`src/rtl/dd_scan_controller_pkg.sv`:
```
`default_nettype none
// ============================================================================
//  Package     : dd_scan_controller_pkg
//  Description : Basic types and constants shared by the dynamic display
//                (multiplexed 7-segment) scan path.
//  Contents    : DD_SegPath / DD_NibblePath types, blank segment pattern,
//                decimal-point bit position, default scan geometry.
//  Revision    : 1.0  initial release
// ============================================================================
package dd_scan_controller_pkg;

  // {dp,g,f,e,d,c,b,a}, active-high inside the core
  typedef logic [7:0] DD_SegPath;
  // One hex digit
  typedef logic [3:0] DD_NibblePath;

  localparam DD_SegPath SEG_BLANK  = 8'h00;
  localparam int        SEG_DP_BIT = 7;

  localparam int DEF_COUNT     = 'h3000;
  localparam int LED_OUT_WIDTH = 8;

  localparam int DD_DEF_SCAN_COUNT = DEF_COUNT;
  localparam int DD_NUM_DIGITS     = LED_OUT_WIDTH;

endpackage
`default_nettype wire

```
`src/rtl/dd_seg7_decoder.sv`:
```
`default_nettype none
// ============================================================================
//  Module      : dd_seg7_decoder
//  Description : Combinational hex nibble to 7-segment decoder, active-high.
//  Ports       : i_nibble  in  4   hex value 0..F
//                o_seg     out 7   {g,f,e,d,c,b,a}, 1 = segment lit
//  Revision    : 1.0  initial release
// ============================================================================
module dd_seg7_decoder
  import dd_scan_controller_pkg::*;
(
  input  logic [3:0] i_nibble,
  output logic [6:0] o_seg
);

  DD_NibblePath w_nib;
  assign w_nib = i_nibble;

  always_comb begin
    o_seg = 7'h00;
    case (w_nib)
      4'h0:    o_seg = 7'h3F;
      4'h1:    o_seg = 7'h06;
      4'h2:    o_seg = 7'h5B;
      4'h3:    o_seg = 7'h4F;
      4'h4:    o_seg = 7'h66;
      4'h5:    o_seg = 7'h6D;
      4'h6:    o_seg = 7'h7D;
      4'h7:    o_seg = 7'h07;
      4'h8:    o_seg = 7'h7F;
      4'h9:    o_seg = 7'h6F;
      4'hA:    o_seg = 7'h77;
      4'hB:    o_seg = 7'h7C;
      4'hC:    o_seg = 7'h39;
      4'hD:    o_seg = 7'h5E;
      4'hE:    o_seg = 7'h79;
      4'hF:    o_seg = 7'h71;
      default: o_seg = 7'h00;
    endcase
  end

endmodule
`default_nettype wire

```
`src/rtl/dd_scan_controller.sv`:
```
`default_nettype none
// ============================================================================
//  Module      : dd_scan_controller
//  Description : Multiplexed 7-segment scan driver. Time-shares one segment
//                bus over NUM_DIGITS gate lines with a per-frame data
//                snapshot, inter-digit blanking, brightness PWM, decimal
//                points, leading-zero suppression and a frame-done strobe.
//  Ports       : clk          in   1              system clock
//                rst          in   1              async reset, active-low
//                enable       in   1              1 = scan, 0 = dark/held
//                digits       in   NUM_DIGITS*4   nibble i at [i*4 +: 4]
//                dpMask       in   NUM_DIGITS     decimal point per digit
//                zeroSuppress in   1              blank leading zeros
//                brightness   in   BRIGHT_WIDTH   0 dimmest, all-ones full
//                seg          out  8              {dp,g..a}, SEG_ACT_LOW pol.
//                gate         out  NUM_DIGITS     one-hot, GATE_ACT_LOW pol.
//                frameDone    out  1              pulse after last slot
//  Revision    : 1.0  initial release
// ============================================================================
module dd_scan_controller
  import dd_scan_controller_pkg::*;
#(
  parameter int NUM_DIGITS   = DD_NUM_DIGITS,
  parameter int SCAN_COUNT   = DD_DEF_SCAN_COUNT,
  parameter int BLANK_CYCLES = 16,
  parameter int BRIGHT_WIDTH = 2,
  parameter bit SEG_ACT_LOW  = 1'b1,
  parameter bit GATE_ACT_LOW = 1'b1
)(
  input  logic                    clk,
  input  logic                    rst,
  input  logic                    enable,
  input  logic [NUM_DIGITS*4-1:0] digits,
  input  logic [NUM_DIGITS-1:0]   dpMask,
  input  logic                    zeroSuppress,
  input  logic [BRIGHT_WIDTH-1:0] brightness,
  output logic [7:0]              seg,
  output logic [NUM_DIGITS-1:0]   gate,
  output logic                    frameDone
);

  localparam int c_cw   = $clog2(SCAN_COUNT);
  localparam int c_iw   = (NUM_DIGITS > 1) ? $clog2(NUM_DIGITS) : 1;
  localparam int c_step = SCAN_COUNT >> BRIGHT_WIDTH;

  localparam logic [c_cw-1:0]       c_cnt_last = c_cw'(SCAN_COUNT - 1);
  localparam logic [c_iw-1:0]       c_idx_last = c_iw'(NUM_DIGITS - 1);
  localparam logic [c_cw-1:0]       c_blank    = c_cw'(BLANK_CYCLES);
  localparam logic [7:0]            c_seg_off  = SEG_ACT_LOW ? 8'hFF : 8'h00;
  localparam logic [NUM_DIGITS-1:0] c_gate_off = GATE_ACT_LOW ? '1 : '0;

  // --------------------------------------------------------------------------
  // Slot counter and digit index
  // --------------------------------------------------------------------------
  logic [c_cw-1:0] r_cnt;
  logic [c_iw-1:0] r_idx;
  logic            r_enable_d;

  always_ff @(posedge clk or negedge rst) begin
    if (!rst) begin
      r_cnt      <= '0;
      r_idx      <= '0;
      r_enable_d <= 1'b0;
    end else begin
      r_enable_d <= enable;
      if (!enable) begin
        r_cnt <= '0;
        r_idx <= '0;
      end else if (r_cnt == c_cnt_last) begin
        r_cnt <= '0;
        r_idx <= (r_idx == c_idx_last) ? '0 : r_idx + c_iw'(1);
      end else begin
        r_cnt <= r_cnt + c_cw'(1);
      end
    end
  end

  // --------------------------------------------------------------------------
  // Frame snapshot. On the capture cycle the incoming values are forwarded so
  // the very first slot position of a frame already shows the new data.
  // --------------------------------------------------------------------------
  logic                    w_capture;
  logic [NUM_DIGITS*4-1:0] r_digits_s;
  logic [NUM_DIGITS-1:0]   r_dp_s;
  logic                    r_zs_s;
  logic [BRIGHT_WIDTH-1:0] r_bright_s;

  assign w_capture = ((r_cnt == '0) && (r_idx == '0)) || (enable && !r_enable_d);

  always_ff @(posedge clk or negedge rst) begin
    if (!rst) begin
      r_digits_s <= '0;
      r_dp_s     <= '0;
      r_zs_s     <= 1'b0;
      r_bright_s <= '0;
    end else if (w_capture) begin
      r_digits_s <= digits;
      r_dp_s     <= dpMask;
      r_zs_s     <= zeroSuppress;
      r_bright_s <= brightness;
    end
  end

  logic [NUM_DIGITS*4-1:0] w_digits_eff;
  logic [NUM_DIGITS-1:0]   w_dp_eff;
  logic                    w_zs_eff;
  logic [BRIGHT_WIDTH-1:0] w_bright_eff;

  assign w_digits_eff = w_capture ? digits       : r_digits_s;
  assign w_dp_eff     = w_capture ? dpMask       : r_dp_s;
  assign w_zs_eff     = w_capture ? zeroSuppress : r_zs_s;
  assign w_bright_eff = w_capture ? brightness   : r_bright_s;

  // --------------------------------------------------------------------------
  // Leading-zero mask: digit i is blank when it and every digit to its left
  // are zero. The rightmost digit always shows so a value of 0 reads "0".
  // --------------------------------------------------------------------------
  logic [NUM_DIGITS-1:0] w_suppress;

  for (genvar gi = 0; gi < NUM_DIGITS; gi++) begin : g_supp
    if (gi == 0) begin : g_lsd
      assign w_suppress[gi] = 1'b0;
    end else begin : g_upper
      assign w_suppress[gi] = w_zs_eff && (w_digits_eff[NUM_DIGITS*4-1:gi*4] == '0);
    end
  end

  // --------------------------------------------------------------------------
  // Select the current digit
  // --------------------------------------------------------------------------
  logic [3:0]            w_nib;
  logic                  w_dp_cur;
  logic                  w_supp_cur;
  logic [NUM_DIGITS-1:0] w_gate_hi;

  always_comb begin
    w_nib      = '0;
    w_dp_cur   = 1'b0;
    w_supp_cur = 1'b0;
    w_gate_hi  = '0;
    for (int i = 0; i < NUM_DIGITS; i++) begin
      if (r_idx == c_iw'(i)) begin
        w_nib        = w_digits_eff[i*4 +: 4];
        w_dp_cur     = w_dp_eff[i];
        w_supp_cur   = w_suppress[i];
        w_gate_hi[i] = 1'b1;
      end
    end
  end

  logic [6:0] w_seg7;

  dd_seg7_decoder u_dec (
    .i_nibble (w_nib),
    .o_seg    (w_seg7)
  );

  DD_SegPath w_seg_hi;

  always_comb begin
    w_seg_hi             = SEG_BLANK;
    w_seg_hi[6:0]        = w_supp_cur ? 7'h00 : w_seg7;
    w_seg_hi[SEG_DP_BIT] = w_dp_cur;
  end

  // --------------------------------------------------------------------------
  // Lit window: dark for the blanking prefix (lets the previous digit's
  // drivers turn off before the next gate opens), then on until the
  // brightness-dependent on-time. The extra bit keeps full brightness
  // (on-time == SCAN_COUNT) representable.
  // --------------------------------------------------------------------------
  logic [BRIGHT_WIDTH:0] w_bright_p1;
  logic [c_cw:0]         w_on_time;
  logic                  w_lit;

  assign w_bright_p1 = {1'b0, w_bright_eff} + {{BRIGHT_WIDTH{1'b0}}, 1'b1};
  assign w_on_time   = (c_cw + 1)'(32'(w_bright_p1) * c_step);

  // A suppressed digit still opens its gate when it has to show a dp.
  assign w_lit = enable
              && (r_cnt >= c_blank)
              && ({1'b0, r_cnt} < w_on_time)
              && (!w_supp_cur || w_dp_cur);

  // --------------------------------------------------------------------------
  // Registered outputs (one cycle behind cnt/idx)
  // --------------------------------------------------------------------------
  logic [7:0]            r_seg;
  logic [NUM_DIGITS-1:0] r_gate;
  logic                  r_frame_done;

  always_ff @(posedge clk or negedge rst) begin
    if (!rst) begin
      r_seg        <= c_seg_off;
      r_gate       <= c_gate_off;
      r_frame_done <= 1'b0;
    end else begin
      r_seg        <= w_lit ? (w_seg_hi ^ c_seg_off)   : c_seg_off;
      r_gate       <= w_lit ? (w_gate_hi ^ c_gate_off) : c_gate_off;
      r_frame_done <= enable && (r_idx == c_idx_last) && (r_cnt == c_cnt_last);
    end
  end

  assign seg       = r_seg;
  assign gate      = r_gate;
  assign frameDone = r_frame_done;

endmodule
`default_nettype wire

```
`config.mk`:
```
export PLATFORM = sky130hd
export DESIGN_NAME = dd_scan_controller
export DESIGN_NICKNAME = d
export VERILOG_FILES = /design/src/rtl/dd_scan_controller_pkg.sv /design/src/rtl/dd_seg7_decoder.sv /design/src/rtl/dd_scan_controller.sv
export SDC_FILE = /design/constraint.sdc
export NUM_CORES = 1
export LEC_CHECK = 0
export CAP_MARGIN = 20
export CORE_MARGIN = 2
export CORE_UTILIZATION = 55
export DETAILED_ROUTE_END_ITERATION = 7
export PLACE_DENSITY_LB_ADDON = 0.3
export SYNTH_ARGS = -nofsm -noshare
export SYNTH_HDL_FRONTEND = slang
export SYNTH_SLANG_ARGS = --single-unit
```
`constraint.sdc`:
```
create_clock -name clk -period 4.4 [get_ports clk]
set_input_delay 0.88 -clock clk [delete_from_list [all_inputs] [get_ports clk]]
set_output_delay 0.88 -clock clk [all_outputs]
set_load 0.1 [all_outputs]
```
==> run summary, run 1 <==
The clock drives 78 sinks. The area of placed instances came out at 5090 um^2. The depth of the worst register-to-register path is 11.

Yosys attributes the largest share of cell area to sky130_fd_sc_hd__dfrtp_1 35%, sky130_fd_sc_hd__dfstp_2 9.6%, sky130_fd_sc_hd__mux2_2 4.9%. The number of max-cap violations came out at 0. The max-slew headroom at the worst pin came out at 0.350. The arrival time of data at the critical path endpoint is 3.99 ns. The summed negative setup slack over all endpoints came out at 0 ns. In this run the critical register-to-register path is captured at seg[1].

The destination of the worst hold path is r_dp_s[6]. In this run the critical register-to-register path is launched from r_idx[0]. The met1 track demand over resource came out at 0.383.

The remaining antenna violation count after routing came out at 0. The flow ran to the end, and the final reports show no timing, DRC or antenna violations. Clock latency on the worst-skew pair, taken at its later pin, is 0.36 ns.

Excluding fillers, the count of instances in the completed layout stands at 608. The total power is 0.00178 W. The cell depth of the worst hold path came out at 2. The overall overflow remaining after global route is 0. The sequential fraction of the synthesis area is 0.449. The final-report hold violation count is 0. The cell leakage power came out at 2.31 nW. At the worst endpoint, the required time is 4.67 ns. The most crowded layer after global routing is met2. The signed area change from the synthesized netlist to the final layout came out at 21.2%. The TritonCTS clock tree is yes. The total area inside the core boundary comes to 7730 um^2. Buffers inserted during clock tree synthesis total 9. The number of placed instances, taps included, is 592. The worst setup path is captured at a flop. Clock tree synthesis selected as its root buffer the cell sky130_fd_sc_hd__clkbuf_8. The count of buffers inserted at the top-level ports is 62.

The post-cts gate resize count is 0. Setup repair after global routing left no endpoint under its margin. The per-cell via count in the routed design came out at 6.22. The worst hold path begins at r_dp_s[6].

The worst setup path category is reg -> reg. The final standard cell utilization of the core came out at 0.688. The initial standard-cell utilization of the core is 0.568. The total global-route track usage is 0.276. Synthesis produced 435 cells. Static timing analysis puts the maximum clock frequency at 269 MHz.

The worst setup path is launched from a flop. The initial antenna violation count is 0. Among all flip-flop cells after synthesis, the most frequent one is sky130_fd_sc_hd__dfrtp_1. The total number of placement rows is 32. After detailed routing, the average wire length per cell comes to 18.7 um. sky130_fd_sc_hd__dfrtp_1 takes more of the synthesized area than any other cell. Across all register-to-register paths, the minimum setup slack is 0.68 ns. The largest voltage drop on the vdd net is 0.000224 V.

The number of remaining DRC errors is 0. The most used standard cell by instance count after synthesis is sky130_fd_sc_hd__dfrtp_1. The number of design-rule violations left by the first detailed-router iteration came out at 315.

The measured slew at the worst slew-check pin came out at 0.972 ns. The floorplan step set the die height to 93.3 um. The maximum net fanout on the critical path came out at 16.

The net total in the final layout came out at 564. Setup violations remaining at the end of the flow were counted as 0. The fraction of synthesized cell area taken by the top area cell type is 0.354. The global placement routability congestion is 0.898.

The hold buffer count at CTS is 0. The count of TritonRoute iterations in the first routing pass is 5. The x dimension of the die came out at 93.3 um.

The filler cells instantiated in the layout total 583. The fraction of final layout cells with drive strength greater than 1 is 0.144. The total wirelength of the detailed-routed design is 11.4 mm. The post-CTS repair timing setup buffer count is 0. The HPWL after detailed placement is 8.26 mm. The largest clock skew in the final design came out at 0.0135 ns. The period utilization came out at 0.846. The total number of yosys warnings came out at 0. The maximum buffer depth of the clock tree came out at 2.

The count of final max-slew check failures is 0. In this run the number of H-tree levels came out at 3. The number of unique standard cell types used by synthesis came out at 71.

The power density normalized to cell area came out at 335 nW/um^2. The global-route track usage on met2 came out at 0.438. The area of the mapped netlist came out at 4390 um^2. 0 antenna diodes ended up in the layout. The clock period minus final worst setup slack came out at 3.72 ns. The via total after detailed routing came out at 3780. The die outline area came out at 8710 um^2.

The pin count of the biggest net entering global routing is 79. The wire length of the first global-routing pass came out at 18.6 mm. The number of ports placed on the die boundary is 63.

The post-synthesis sequential element count is 78. The commonest cells after synthesis are 62 x sky130_fd_sc_hd__dfrtp_1, 36 x sky130_fd_sc_hd__nand2_1, 28 x sky130_fd_sc_hd__nor2_1. Summing all non-filler instances in the final layout gives an area of 5320 um^2. The via count of the first global-routing pass came to 3778. The number of synthesized flops with an enable pin came out at 0. The synthesized area divided by synthesized cell count came out at 10.1 um^2. When the netlist entered floorplanning its net count stood at 498.

The clock slew at the register clock pins of the worst setup and hold paths is 0.09 ns. The post-synthesis async set-or-reset flop share came out at 1.00. For met3 alone, demand over resource in global routing was 0.0492. The worst hold path belongs to the class reg -> reg.
-- placed cells by master (no fill, tap or decap), drive strengths merged, types with 4 or more instances in the layout --
cell type / netlist / routed
o31a: 4 / 4
nand2: 37 / 37
ha: 17 / 17
nor2: 28 / 28
and3: 8 / 8
clkbuf: 10 / 11
buf: 8 / 12
dfrtp: 62 / 62
a21o: 5 / 5
a211oi: 4 / 4
a21oi: 16 / 16
mux2: 19 / 19
nor4: 15 / 15
o31ai: 7 / 7
dfstp: 16 / 16
mux2i: 15 / 15
inv: 26 / 26
nand2b: 8 / 8
nand4: 5 / 5
o21ai: 19 / 19
nand3: 23 / 23
nor3: 8 / 8
and2: 8 / 8
o211ai: 4 / 4
xor2: 8 / 8
o221ai: 4 / 4
clkdlybuf4s50: 0 / 61
-- kinds of logic after synthesis --
kind of cell,share of synthesized area
xor gates and xnor gates,0.0220
adders and majority gates,0.0485
AOI/OAI and AO/OA,0.157
muxes,0.0830
buffers and inverters,0.0502
and+or+nand+nor,0.190
DFF,0.449
-- worst max-delay path, cell delays in order, from the launching register on --
cell,delay [ns]
sky130_fd_sc_hd__dfrtp_1,0.43
sky130_fd_sc_hd__inv_1,0.13
sky130_fd_sc_hd__ha_1,0.29
sky130_fd_sc_hd__nor4b_2,0.31
sky130_fd_sc_hd__nand4_2,0.16
sky130_fd_sc_hd__nand2_2,0.40
sky130_fd_sc_hd__buf_4,0.25
sky130_fd_sc_hd__o311ai_0,0.23
sky130_fd_sc_hd__o31ai_1,0.61
sky130_fd_sc_hd__nand3_1,0.27
sky130_fd_sc_hd__or3_1,0.36
sky130_fd_sc_hd__o221ai_1,0.19
-- routing by layer --
| metal | part of all wire | vias to the layer above |
|---|---|---|
| li1 | - | 1726 |
| met1 | 0.44 | 1849 |
| met2 | 0.47 | 173 |
| met3 | 0.074 | 32 |
| met4 | 0.024 | 0 |
| met5 | 0 | - |
-- area by class of cell --
cell class              count  area (um^2)  area share
repair buffers             73          701       0.132
well taps                 102          128      0.0240
multi-input cells         313         2200       0.413
clock buffers              11          141      0.0266
inverters                  26         97.6      0.0184
flip-flops and latches     78         1970       0.371
clock inverters             5         82.6      0.0155
-- report_power, final --
group	switching [W]	total, W	internal (W)
clock	0.000266	0.000602	0.000336
sequential	0.0000356	0.000822	0.000786
combinational	0.000197	0.000358	0.000161
total	0.000499	0.00178	0.00128
-- worst max path at each step --
| stage | slack (ns) | endpoint | startpoint |
|---|---|---|---|
| 6_report | 0.68 | seg[1] | r_idx[0] |
| 5_1_grt | 0.40 | seg[1] | r_idx[0] |
| 4_1_cts | 0.78 | seg[1] | r_idx[0] |
| 3_5_place_dp | 0.55 | seg[0] | enable |
| 3_3_place_gp | 0.59 | seg[1] | enable |
| 2_1_floorplan | 1.09 | seg[0] | r_idx[0] |
-- stage by stage --
step | setup slack, ns | hold WS [ns]
2_1_floorplan | 1.09 | 0.440
3_3_place_gp | 0.586 | 0.454
3_5_place_dp | 0.553 | 0.465
4_1_cts | 0.780 | 0.481
5_1_grt | 0.396 | 0.532
6_report | 0.678 | 0.484
-- sequential cells by signal, indices dropped and copies added, names as in the netlist --
name	cells
frameDone	1
gate	8
r_bright_s	2
r_cnt	14
r_digits_s	32
r_dp_s	8
r_enable_d	1
r_idx	3
r_zs_s	1
seg	8
No activity file was read; power rests on OpenSTA's default activity.
==> run 2: changes to the inputs <==
Clock period 4.4 ns to 3.6 ns, I/O delays scaled along.
==> run 2 against run 1 <==
  * Sequential share of layout area down 0.41 points
  * First-iteration DRC count down 19%
  * Global-route usage down 0.24 points
  * Count of clock-buffer cells in the layout down 2
  * Worst setup slack worse by 0.46 ns
  * Non-clock buffer count up 8
  * Via count down 0.48%
  * Utilization up 0.78 points
  * Wire length up 0.43%
  * Design area up 1.1%
  * Register-to-register slack worse by 0.46 ns
  * Largest power group unchanged
  * Highest routed layer unchanged
==> run summary, run 2 (synthesized netlist as in run 1, its figures left out) <==
The via total after detailed routing came to 3762 (-0.48%). The clock slew at the register clock pins of the worst setup and hold paths is 0.10 ns (about the same). The clock sink count came out at 78 (unchanged). The detail-routed net length per standard cell was 18.6 um (-0.87%).

The maximum level of the CTS H-tree came out at 3 (unchanged). The arrival time of data at the critical path endpoint came to 3.65 ns (-0.34 ns). The area of placed instances is 5120 um^2 (+0.44%). The share of power burned in registers is 0.476 (+0.015). The cell sitting at the root of the clock tree is a sky130_fd_sc_hd__clkbuf_8. STA classifies the critical path endpoint as a flop. The achievable frequency is 296 MHz (+10%). The run finished with clean final reports. The final design instance area without fill is 5380 um^2 (+1.1%). The via count of the first global-routing pass came out at 3687 (-2.4%). The clock period minus final worst setup slack is 3.38 ns (-0.339 ns). The TritonCTS clock tree is yes. The largest clock skew in the final design came to 0.0158 ns (+0.00230 ns). The total clock buffers created by CTS came out at 9 (unchanged). The final setup violation count came to 0 (unchanged). The number of diodes added for antenna fixing is 0 (unchanged). The initial standard-cell utilization of the core is 0.568 (unchanged). The number of max-cap violations came to 0 (unchanged). STA classifies the critical path startpoint as a flop. The number of design-rule violations left by the first detailed-router iteration is 255 (-19%).

The count of TritonRoute iterations in the first routing pass is 5 (unchanged). In the final layout, the registers with the most flip-flops are r_digits_s: 32 flops, r_cnt: 14 flops. The y dimension of the die is 93.3 um (unchanged).

The hold buffer count at CTS is 0 (unchanged). The initial antenna violation count came to 0 (unchanged). The power density normalized to cell area came to 393 nW/um^2 (+17%). The total global-route track usage is 0.273 (-0.00240). The maximum buffer depth of the clock tree is 2 (unchanged).

The clock latency reported for the late side of the worst-skew pair came out at 0.37 ns (about the same). The per-cell via count in the routed design is 6.11 (-1.8%). The count of buffers inserted at the top-level ports is 62 (unchanged). The remaining antenna violation count after routing came out at 0 (unchanged). The net total in the final layout was 572 (+1.4%). r_digits_s holds more flip-flops than any other register. The period utilization is 0.940 (+0.0938). The overall overflow remaining after global route came out at 0 (unchanged).

The fraction of final layout cells with drive strength greater than 1 is 0.200 (+0.0561). In this run the worst hold path is classified as in -> async. Relative to the synthesized area, the layout overhead comes to 22.6%.

The combinational group share of total power came out at 0.220 (+0.019). The count of final max-slew check failures is 0 (unchanged). The share of power burned in the clock network was 0.303 (-0.035). The number of remaining DRC errors came out at 0 (unchanged).

The x dimension of the die came out at 93.3 um (unchanged). The final standard cell utilization of the core came out at 0.696 (+0.00777). The core footprint is 7730 um^2 (unchanged). The flip-flop count of the largest register after layout is 32 (unchanged). The setup slack of the most critical reg-to-reg path is 0.22 ns (-0.46 ns).

The switching power came out at 0.000668 W (+34%). The top cell types in the final layout, fill and taps aside, are 62 x sky130_fd_sc_hd__dfrtp_1, 48 x sky130_fd_sc_hd__clkdlybuf4s50_1, 36 x sky130_fd_sc_hd__nand2_1. The measured slew at the worst slew-check pin came out at 0.969 ns (-0.00273 ns). The total number of placement rows came out at 32 (unchanged). The max-slew headroom at the worst pin is 0.352 (+0.00183).

The required time of the critical path came to 3.87 ns (-0.80 ns). The largest voltage drop on the vdd net is 0.000217 V (-3.1%). The maximum net fanout on the critical path is 25 (+9). The die outline area is 8710 um^2 (unchanged). The most common cell after layout, fill and taps aside is sky130_fd_sc_hd__dfrtp_1. The total wirelength of the detailed-routed design is 11.4 mm (+0.43%). The worst-case setup margin in the final layout was 0.217 ns (-0.461 ns).

The half-perimeter wire length of the detailed placement result was 8.46 mm (+2.4%). The internal power component is 0.00145 W (+13%). The pin count of the biggest net entering global routing came out at 79 (unchanged). The number of ports placed on the die boundary is 63 (unchanged). The cell leakage power is 2.34 nW (+1.4%).

The fraction of power spent switching nets is 0.316 (+0.0361). The global placement routability congestion is 0.911 (+1.4%). The final-report hold violation count came out at 0 (unchanged). The wire length of the first global-routing pass was 18.5 mm (-0.70%). The pre-CTS worst setup slack came out at 0.0485 ns (-0.504 ns). The critical path is of the reg -> reg type.
-- run 2: cell types whose count changed in the layout (fill, tap and decap cells not counted), sizes merged --
cell | before | now
clkbuf | 11 | 9
inv | 26 | 30
buf | 12 | 33
bufinv | 2 | 0
clkinv | 3 | 2
clkdlybuf4s50 | 61 | 48
clkinvlp | 0 | 1
-- run 2: what timing repair did --
action,4_1_cts,5_1_grt
endpoints found under the setup margin,0,7
resized for setup,0,11
buffers inserted,0,4
-- run 2: final cells by class --
| type | count | area (um^2) |
|---|---|---|
| Fill cell | 602 | 2350 |
| Sequential cell | 78 | 1970 |
| Timing Repair Buffer | 81 | 761 |
| Tap cell | 102 | 128 |
| Clock buffer | 9 | 124 |
| Multi-Input combinational cell | 313 | 2230 |
| Clock inverter | 7 | 62.6 |
| Inverter | 26 | 97.6 |
-- run 2: worst paths after layout --
check                                     end  startpoint  cells after the start
worst min register to register      r_dp_s[6]   r_dp_s[6]                      2
worst max register to register         seg[6]    r_idx[0]                     15
max in group asynchronous       r_digits_s[8]         rst                      1
worst min-delay path                r_dp_s[5]         rst                      1
worst max-delay path                   seg[6]    r_idx[0]                     15
min in group clk                    r_dp_s[6]   r_dp_s[6]                      2
-- run 2: per-stage QoR --
| stage | instances | TNS (ns) | hold slack [ns] | total power (W) |
|---|---|---|---|---|
| 5_1_grt | 616 | -0.0472 | 0.516 | 0.00220 |
| 6_report | 616 | 0 | 0.490 | 0.00211 |
| 2_1_floorplan | 435 | 0 | 0.424 | 0.00129 |
| 3_5_place_dp | 596 | 0 | 0.469 | 0.00146 |
| 3_3_place_gp | 596 | 0 | 0.457 | 0.00145 |
| 4_1_cts | 612 | 0 | 0.490 | 0.00209 |
-- run 2: power groups by stage --
stage	combinational (W)	clock, W	sequential (W)
floorplan	0.000286	0	0.00100
detailed placement	0.000437	0	0.00102
CTS	0.000441	0.000642	0.00100
global placement	0.000429	0	0.00102
global route	0.000508	0.000681	0.00102
finish	0.000466	0.000641	0.00101
-- run 2: worst max-delay path: stages, from the launching register on --
cell and delay (ns):
sky130_fd_sc_hd__dfrtp_1 0.43, sky130_fd_sc_hd__inv_1 0.12, sky130_fd_sc_hd__ha_2 0.25, sky130_fd_sc_hd__nor4b_4 0.25
sky130_fd_sc_hd__nand4_2 0.16, sky130_fd_sc_hd__nand2_2 0.13, sky130_fd_sc_hd__buf_12 0.19, sky130_fd_sc_hd__mux2i_1 0.11
sky130_fd_sc_hd__a221oi_1 0.37, sky130_fd_sc_hd__o31ai_1 0.14, sky130_fd_sc_hd__or2_1 0.29, sky130_fd_sc_hd__buf_4 0.15
sky130_fd_sc_hd__ha_1 0.20, sky130_fd_sc_hd__and4_1 0.15, sky130_fd_sc_hd__o21ai_0 0.19, sky130_fd_sc_hd__o311ai_1 0.14
-- run 2: per-layer routing --
metal | vias up | GRT usage | wire length (um)
li1 | 1746 | - | -
met1 | 1806 | 0.389 | 5180
met2 | 176 | 0.420 | 5210
met3 | 34 | 0.0532 | 735
met4 | 0 | 0.0919 | 327
met5 | - | 0 | 0
